===== config.mk =====
export PLATFORM = sky130hd
export DESIGN_NAME = hazard_ctrl
export DESIGN_NICKNAME = d
export VERILOG_FILES = /design/src/rtl/core_pkg.sv /design/src/rtl/hazard_detect.sv /design/src/rtl/hazard_ctrl.sv
export SDC_FILE = /design/constraint.sdc
export NUM_CORES = 1
export LEC_CHECK = 0
export CAP_MARGIN = 20
export CORE_MARGIN = 3
export CORE_UTILIZATION = 41
export DETAILED_ROUTE_END_ITERATION = 8
export PLACE_DENSITY = 0.82
export SETUP_SLACK_MARGIN = 0.5
export SLEW_MARGIN = 20
export SYNTH_ARGS = -nofsm -noshare
export SYNTH_HDL_FRONTEND = slang
export SYNTH_SLANG_ARGS = --single-unit

===== constraint.sdc =====
create_clock -name clk -period 1.9 [get_ports clk]
set_input_delay 0.19 -clock clk [delete_from_list [all_inputs] [get_ports clk]]
set_output_delay 0.19 -clock clk [all_outputs]
set_load 0.02 [all_outputs]

===== src/rtl/core_pkg.sv =====
// Shared types and constants for the rv32imc core pipeline control.
// Contents:
//   ctrl_state_e  - sequencer FSM states (RUN, MD_WAIT)
//   pipe_ctrl_t   - bundle of PC/pipeline-register enable and flush bits, consumed by the
//                   PC and the IF/DE, DE/EX, EX/MEM and MEM/WB registers
//   REG_ZERO      - architectural x0 index (never a real dependency)
//   CTRL_RUN      - free-running control word (everything advances, nothing flushed)
//   CTRL_RESET    - control word held while reset is asserted
package core_pkg;

    typedef enum logic [0:0] {
        RUN     = 1'b0,
        MD_WAIT = 1'b1
    } ctrl_state_e;

    typedef struct packed {
        logic pc_en;
        logic fetch_redirect;
        logic ifid_en;
        logic idex_en;
        logic exmem_en;
        logic memwb_en;
        logic ifid_flush;
        logic idex_flush;
        logic exmem_flush;
        logic memwb_flush;
    } pipe_ctrl_t;

    localparam logic [4:0] REG_ZERO = 5'd0;

    localparam pipe_ctrl_t CTRL_RUN = '{
        pc_en:          1'b1,
        fetch_redirect: 1'b0,
        ifid_en:        1'b1,
        idex_en:        1'b1,
        exmem_en:       1'b1,
        memwb_en:       1'b1,
        ifid_flush:     1'b0,
        idex_flush:     1'b0,
        exmem_flush:    1'b0,
        memwb_flush:    1'b0
    };

    localparam pipe_ctrl_t CTRL_RESET = '{
        pc_en:          1'b0,
        fetch_redirect: 1'b0,
        ifid_en:        1'b0,
        idex_en:        1'b0,
        exmem_en:       1'b0,
        memwb_en:       1'b0,
        ifid_flush:     1'b1,
        idex_flush:     1'b1,
        exmem_flush:    1'b1,
        memwb_flush:    1'b1
    };

endpackage


===== src/rtl/hazard_detect.sv =====
// Load-use hazard detector: flags a DE instruction that reads the destination of a load
// currently in EX (the load data is not available for forwarding until MEM completes).
// Ports:
//   de_rs1/de_rs2          - DE-stage source register indices
//   de_uses_rs1/rs2        - DE instruction actually reads that source
//   ex_valid, ex_is_load   - EX holds a valid load
//   ex_rd                  - EX destination register
//   load_use               - one-cycle stall required
module hazard_detect
    import core_pkg::*;
(
    input  logic [4:0] de_rs1,
    input  logic [4:0] de_rs2,
    input  logic       de_uses_rs1,
    input  logic       de_uses_rs2,
    input  logic       ex_valid,
    input  logic       ex_is_load,
    input  logic [4:0] ex_rd,
    output logic       load_use
);

    logic rs1_hit;
    logic rs2_hit;

    assign rs1_hit  = de_uses_rs1 & (de_rs1 == ex_rd);
    assign rs2_hit  = de_uses_rs2 & (de_rs2 == ex_rd);
    // x0 is hardwired, so a load targeting it creates no dependency.
    assign load_use = ex_valid & ex_is_load & (ex_rd != REG_ZERO) & (rs1_hit | rs2_hit);

endmodule


===== src/rtl/hazard_ctrl.sv =====
// Central pipeline sequencer for the 5-stage core (IF, DE, EX, MEM, WB).
// Combines data-memory wait-states, multi-cycle mul/div, EX redirects, load-use hazards and
// instruction-memory wait-states into enable/flush controls for the PC and the four
// pipeline registers. Also drops the one fetch response made stale by a redirect and counts
// cycles in which the PC was held.
// Ports:
//   clk, arst                      - clock, asynchronous active-high reset
//   de_*, ex_valid/is_load/rd      - operands for the load-use compare
//   ex_muldiv_start, muldiv_done   - mul/div op in EX, 1-cycle result pulse
//   ex_redirect                    - EX resolved a taken branch/jump
//   mem_req, dmem_ready            - MEM access and its completion
//   imem_ready                     - fetch response this cycle
//   pc_en, fetch_redirect          - PC update enable, PC mux selects EX target
//   *_en, *_flush                  - pipeline register load enable / load bubble
//   stall_cnt                      - saturating count of cycles with pc_en=0
module hazard_ctrl
    import core_pkg::*;
#(
    parameter int unsigned CNT_W = 16
) (
    input  logic             clk,
    input  logic             arst,
    input  logic [4:0]       de_rs1,
    input  logic [4:0]       de_rs2,
    input  logic             de_uses_rs1,
    input  logic             de_uses_rs2,
    input  logic             ex_valid,
    input  logic             ex_is_load,
    input  logic [4:0]       ex_rd,
    input  logic             ex_muldiv_start,
    input  logic             muldiv_done,
    input  logic             ex_redirect,
    input  logic             mem_req,
    input  logic             dmem_ready,
    input  logic             imem_ready,
    output logic             pc_en,
    output logic             fetch_redirect,
    output logic             ifid_en,
    output logic             idex_en,
    output logic             exmem_en,
    output logic             memwb_en,
    output logic             ifid_flush,
    output logic             idex_flush,
    output logic             exmem_flush,
    output logic             memwb_flush,
    output logic [CNT_W-1:0] stall_cnt
);

    ctrl_state_e      state;
    ctrl_state_e      state_next;
    logic             md_done_q;
    logic             md_done_next;
    logic             drop_fetch;
    logic             drop_next;
    logic [CNT_W-1:0] cnt_next;

    logic             load_use;
    logic             dm_stall;
    logic             md_stall;
    logic             md_in_ex;
    logic             md_exit;
    pipe_ctrl_t       ctrl;

    hazard_detect u_hazard_detect (
        .de_rs1      (de_rs1),
        .de_rs2      (de_rs2),
        .de_uses_rs1 (de_uses_rs1),
        .de_uses_rs2 (de_uses_rs2),
        .ex_valid    (ex_valid),
        .ex_is_load  (ex_is_load),
        .ex_rd       (ex_rd),
        .load_use    (load_use)
    );

    assign dm_stall = mem_req & ~dmem_ready;
    // A mul/div op occupies EX either on its first sighting or for the whole wait.
    assign md_in_ex = ((state == RUN) & ex_muldiv_start) | (state == MD_WAIT);
    // In MD_WAIT a result captured earlier (during a dmem stall) releases the stall.
    assign md_stall = ((state == RUN) & ex_muldiv_start & ~muldiv_done)
                    | ((state == MD_WAIT) & ~muldiv_done & ~md_done_q);

    // Pipeline control, highest priority first.
    always_comb begin
        ctrl      = CTRL_RUN;
        drop_next = drop_fetch;
        // Any fetch response consumes the pending drop.
        if (imem_ready) begin
            drop_next = 1'b0;
        end
        if (arst) begin
            ctrl = CTRL_RESET;
        end else if (dm_stall) begin
            // Whole front end and EX frozen; a redirect in EX is re-presented later.
            ctrl.pc_en       = 1'b0;
            ctrl.ifid_en     = 1'b0;
            ctrl.idex_en     = 1'b0;
            ctrl.exmem_en    = 1'b0;
            ctrl.memwb_flush = 1'b1;
        end else if (md_stall) begin
            ctrl.pc_en       = 1'b0;
            ctrl.ifid_en     = 1'b0;
            ctrl.idex_en     = 1'b0;
            ctrl.exmem_flush = 1'b1;
        end else if (ex_redirect) begin
            ctrl.pc_en          = 1'b1;
            ctrl.fetch_redirect = 1'b1;
            ctrl.ifid_flush     = 1'b1;
            ctrl.idex_flush     = 1'b1;
            // The outstanding fetch belongs to the wrong path; discard its response.
            if (!imem_ready) begin
                drop_next = 1'b1;
            end
        end else if (load_use) begin
            ctrl.pc_en      = 1'b0;
            ctrl.ifid_en    = 1'b0;
            ctrl.idex_flush = 1'b1;
        end else if (!imem_ready || drop_fetch) begin
            ctrl.pc_en      = 1'b0;
            ctrl.ifid_flush = 1'b1;
        end
    end

    assign pc_en          = ctrl.pc_en;
    assign fetch_redirect = ctrl.fetch_redirect;
    assign ifid_en        = ctrl.ifid_en;
    assign idex_en        = ctrl.idex_en;
    assign exmem_en       = ctrl.exmem_en;
    assign memwb_en       = ctrl.memwb_en;
    assign ifid_flush     = ctrl.ifid_flush;
    assign idex_flush     = ctrl.idex_flush;
    assign exmem_flush    = ctrl.exmem_flush;
    assign memwb_flush    = ctrl.memwb_flush;

    // The op leaves EX only when EX/MEM loads real data, not a bubble.
    assign md_exit = ctrl.exmem_en & ~ctrl.exmem_flush;

    always_comb begin
        state_next   = state;
        md_done_next = md_done_q;
        case (state)
            RUN: begin
                if (ex_muldiv_start && (!muldiv_done || dm_stall)) begin
                    state_next = MD_WAIT;
                end
            end
            MD_WAIT: begin
                if (md_exit) begin
                    state_next = RUN;
                end
            end
            default: state_next = RUN;
        endcase
        // Result arrived while MEM held EX frozen; remember it until the op can retire.
        if (md_in_ex && muldiv_done && dm_stall) begin
            md_done_next = 1'b1;
        end
        if ((state == MD_WAIT) && md_exit) begin
            md_done_next = 1'b0;
        end
    end

    always_comb begin
        cnt_next = stall_cnt;
        if (!ctrl.pc_en && (stall_cnt != {CNT_W{1'b1}})) begin
            cnt_next = stall_cnt + CNT_W'(1);
        end
    end

    always_ff @(posedge clk or posedge arst) begin
        if (arst) begin
            state      <= RUN;
            md_done_q  <= 1'b0;
            drop_fetch <= 1'b0;
            stall_cnt  <= '0;
        end else begin
            state      <= state_next;
            md_done_q  <= md_done_next;
            drop_fetch <= drop_next;
            stall_cnt  <= cnt_next;
        end
    end

endmodule


=== Word-level counts from Yosys, hierarchy flattened ===
Cells that the tools add are included.
W data, S select, Z words.

* Bits of input ports: 27
* Logic and storage cells: 75
* Register bits after elaboration: 19
* Output and inout port bits: 26

* Reduce and logical (&&, ||, !) cells: 12
* Eq/ne operators: 3
* Multiplexer cells: 36
* Bitwise logic cells: 19
* Add/sub/neg operators: 1

{| class="wikitable"
|+ Operator list
! kind !! number
|-
| $mux W1 || 29
|-
| $add A16 B1 Y16 const B || 1
|-
| $ne A16 B16 Y1 const B || 1
|-
| $and A1 B1 Y1 || 11
|-
| $eq A5 B5 Y1 || 2
|-
| $mux W2 || 3
|-
| $logic_and A1 B1 Y1 || 5
|-
| $mux W5 || 1
|-
| $not A1 Y1 || 5
|-
| $reduce_bool A5 Y1 || 1
|-
| $mux W4 || 1
|-
| $logic_not A1 Y1 || 3
|-
| $mux W3 || 1
|-
| $or A1 B1 Y1 || 3
|-
| $logic_or A1 B1 Y1 || 2
|-
| $pmux W1 S2 || 1
|-
| $reduce_bool A2 Y1 || 1
|}

=== Logic depth before layout (Yosys ltp) ===
* Depth after elaboration: 13
* Gate-level depth with buffers: 8
* Gate-level depth less buffers: 7

=== By module ===
A second synthesis with hierarchy kept.

* Cell total of the unflattened synthesis: 121
* Area total of the unflattened synthesis: 1147.4 µm²

{| class="wikitable"
|+ By module, submodules not included
! module !! cells each !! seq. area each (µm²) !! area an instance (µm²) !! times used
|-
| hazard_ctrl || 104 || 475.5 || 1012.2 || 1
|-
| hazard_detect || 17 || 0.0 || 135.1 || 1
|}

=== Worst setup path after synthesis ===
OpenSTA, ideal clock, no wires.

* Path kind: register to register
* Start point: reg stall_cnt[0]
* End point: reg stall_cnt[11]
* Data arrival time: 1669 ps
* Path slack: 100 ps
* Clock period less this slack: 1800 ps
* Stages on the path, launching flop included: 8
* Library setup time: 131 ps
* Data required time: 1769 ps
* Path buffers: 1
* Cell sequence: dfrtp_1 > ha_1 > nand4_1 > o41ai_4 > o22ai_4 > buf_6 > nand3_1 > xnor2_1

* Cells in the longest elaborated chain, start to end: 2
* Elaborated cells between the ends (all ways): 3

{| class="wikitable"
|+ Ends and longest elaborated chain
! element !! line !! RTL
|-
| start: declaration || hazard_ctrl.sv:46 || <nowiki>output logic [CNT_W-1:0] stall_cnt</nowiki>
|-
| start signal: assignment || hazard_ctrl.sv:179 || <nowiki>stall_cnt <= cnt_next;</nowiki>
|-
| parallel branches: the longest is 2 deep, another holds $add A16 B1 Y16 || n/a ||
|}

Parallel ways; which one is timed is not known.
A chain may end at the register's enable or synchronous reset.

=== Final worst setup path ===
* Start point: reg stall_cnt[1]
* End point: reg stall_cnt[1]

The elaborated chain is that of the path after synthesis.

==> results.md <==
- Run status: complete, no violations
- Pleak: about 1.1 nW
- Max-cap violations: 0
- Seq cells post-synth: 19
- Worst-path clk slew: about 120 ps
- Fin. Hold Viols: 0
- Antenna diode count: 0
- Post-synthesis cell area: 1180 um^2
- Crit-path cells: ha_4 -> nand4_1 -> o41ai_4 -> o22ai_4 -> buf_12 -> mux2_4
- Max VDD drop: between 0.9 and 1 mV
- Worst-path maximum fanout: 8
- Clock sinks: 19
- Routability Congestion: about 0.77
- Dpl hpwl: approximately 2600 um
- Post-Synthesis Cells: 120
- Fill cell count: between 100 and 150
- Setup TNS: 0 ps
- Initial antenna violation count: 0
- # IOs: 53
- Final #Nets: 243
- Placed cell area: ~2000 um^2
- Die Y: ~60 um
- Starting Density: a little under half
- Slew @ Worst Pin: ~420 ps
- Final min period: between 1500 and 2000 ps
- Drt drc: 0
- Sw Pwr: approximately 0.8 mW
- Async SR Flop Fraction: 100%
- Die Footprint: 3560 um^2
- Combinational power share: ~57%
- CTS HTree Levels: 1
- Global-route wire length before repair: about 6100 um
- Worst min path class: input port to asynchronous set/reset pin
- Worst Clk Skew: roughly 4.2 ps
- Max_slew headroom: a little under three quarters
- Final cell utilization of the core: 88.1%
- TritonRoute pass-1 iters: 4
- Mean area per synthesized cell: between 9 and 10 um^2
- Core footprint: around 2600 um^2
- Ys flop type: dfrtp_1
- Setup Crit Path Kind: flop to flop
- Port Buf Inserts: 52
- Slew Limit Fails: 0
- Post-CTS Hold Buffers: 0
- Clk network pwr share: 11.4%
- Reg-to-reg endpoint: stall_cnt[1]
- Nature of the critical path endpoint: flop
- Max stage delay on crit path: between 400 and 500 ps
- CTS buffer count: 3
- Startpoint Class: flop
- Crit-path slowest cell: dfrtp_2
- Unrepaired setup endpoints after global routing: yes
- Number of flops mapped to enable cells by yosys: 0
- Via count: about 1.3k
- GRT Total Usage: a little under a quarter
- Post-Syn Nets: roughly 150
- Worst reg2reg setup slack: about 72 ps
- Critical Path AT: just over 2000 ps
- Area growth syn-to-layout: 94.6%
- Design area: around 2300 um^2
- Sw frac: 40.9%
- Final setup viols: 0
- Via density: approximately 5.3
- CTS tree: built
- 1st-iter DRT viols: 33
- Yosys cell types: 29
- CP delay by family, top: compound AO/OA/AOI/OAI gates
- Synth warn: 0
- Register-to-Register Path Depth: 6
- Reg-to-reg startpoint: stall_cnt[1]
- Number of global-route vias before repair: approximately 1.3k
- Share of cells above drive strength 1: a little under three fifths
- Root buf cell: clkbuf_4
- Row cnt: 18
- Grt ovf: 0
- Max clock buf depth: 2
- Pwr dens: 864 nW/um^2
- Worst hold slack: 78.9 ps
- Routed wire per std cell: around 18 um
- Final antenna-violating net count: 0
- Fin crit share: between 90% and 100%
- Post-synthesis sequential area ratio: around two fifths
- Int Power: approximately 1.2 mW
- Largest net degree at the start of global routing: 15
- Register share of total power: between 30% and 40%
- Worst skew pair latency: between 300 and 400 ps
- CP Data Required Time: between 2000 and 2500 ps
- Highest clock rate: about 0.55 GHz
- Final WL: 4300 um
- Die Wd: about 60 um
- Crit path buf inv count: 1
-- synthesized netlist by cell type (all sizes together), types with 2 or more instances --
cell	n	area [um^2]
o21ai	4	20.0
a21oi	5	36.3
nor3	2	10.0
xnor2	23	201
nand2b	4	25.0
nor2	7	28.8
nand4	9	62.6
inv	6	22.5
dfrtp	19	475
nand2	13	48.8
nand3	8	45.0
o22ai	2	26.3
nor2b	2	12.5
o21a	3	22.5
xor2	2	17.5
and3	3	18.8
-- cell type report --
| class | count | area, um^2 | share of cell area, % |
|---|---|---|---|
| multi-input cells | 94 | 928 | 40.3 |
| repair buffers | 91 | 793 | 34.5 |
| flip-flops and latches | 19 | 488 | 21.2 |
| well taps | 30 | 37.5 | 1.63 |
| inverters | 6 | 26.3 | 1.14 |
| clock buffers | 3 | 22.5 | 0.979 |
| clock inverters | 1 | 5.00 | 0.218 |
-- routing by layer --
metal | up-vias | wire length [um] | GRT usage (%)
li1 | 606 | - | -
met1 | 625 | 1650 | 26.0
met2 | 56 | 2300 | 43.7
met3 | 6 | 255 | 4.32
met4 | 0 | 83 | 10.1
met5 | - | 0 | 0
-- worst max-delay path by stage --
| stage | start | endpoint | slack [ps] | depth (start not counted) |
|---|---|---|---|---|
| final | stall_cnt[1] | stall_cnt[1] | 70 | 6 |
| after detailed placement | ex_rd[0] | stall_cnt[1] | -620 | 10 |
| after floorplan | stall_cnt[0] | stall_cnt[11] | 210 | 7 |
| after CTS | stall_cnt[1] | stall_cnt[1] | 110 | 6 |
| after global routing | state | pc_en | 40 | 6 |
| after global placement | ex_rd[2] | stall_cnt[1] | -580 | 10 |
-- registers in the layout, summed over array words and instances, names as in the netlist --
name and count:
state 1, md_done_q 1, stall_cnt 16, drop_fetch 1
-- what timing repair did --
item / 4_1_cts / 5_1_grt
pin swaps: 23 / 19
setup buffers: 13 / 6
resized for setup: 104 / 34
endpoints found under the setup margin: 42 / 31
-- layout by cell type, fill, tap and decap left out, drive strengths merged, types with 2 or more instances in the layout --
cell	synthesis	final
and3	3	3
nand2b	4	4
dlygate4sd2	0	21
nor2	7	7
clkbuf	0	9
xnor2	23	23
dfrtp	19	19
o21a	3	3
clkdlybuf4s15	0	4
o21ai	4	4
o22ai	2	2
inv	6	5
nand3	8	8
nand2	13	13
a21oi	5	5
nand4	9	9
nor2b	2	2
clkdlybuf4s50	0	10
nor3	2	2
xor2	2	2
buf	1	49
-- tightest hold or removal path: cells and delay by family --
kind	cells	cell delay, ps
buffers and inverters	3	550
-- per-stage QoR --
| step | total power [mW] | setup WS, ps | instances |
|---|---|---|---|
| final | 1.99 | 72.2 | 244 |
| after global placement | 1.49 | -579 | 221 |
| after detailed placement | 1.52 | -620 | 221 |
| after floorplan | 1.10 | 205 | 120 |
| after global routing | 2.08 | 40.7 | 244 |
| after CTS | 1.80 | 115 | 238 |
-- power by group through the flow --
| stage | Combinational (mW) | Clock (mW) | Sequential, mW |
|---|---|---|---|
| 6_report | 1.13 | 0.226 | 0.626 |
| 5_1_grt | 1.20 | 0.245 | 0.640 |
| 4_1_cts | 0.969 | 0.228 | 0.603 |
| 3_5_place_dp | 0.892 | 0 | 0.627 |
| 3_3_place_gp | 0.869 | 0 | 0.621 |
| 2_1_floorplan | 0.363 | 0 | 0.737 |
-- cell families (layout without fill, tap and decap cells) --
group | count (synthesis) | after routing | share of synthesized area, %
AO/OA/AOI/OAI | 16 | 16 | 13.0
XOR/XNOR | 25 | 25 | 18.5
adder cells (fa/ha/maj) | 1 | 1 | 1.06
buffers and inverters | 7 | 101 | 2.86
flip-flops | 19 | 19 | 40.2
multiplexers | 1 | 1 | 0.952
AND/OR/NAND/NOR | 51 | 51 | 23.4
(Power assumes the default switching activity.)
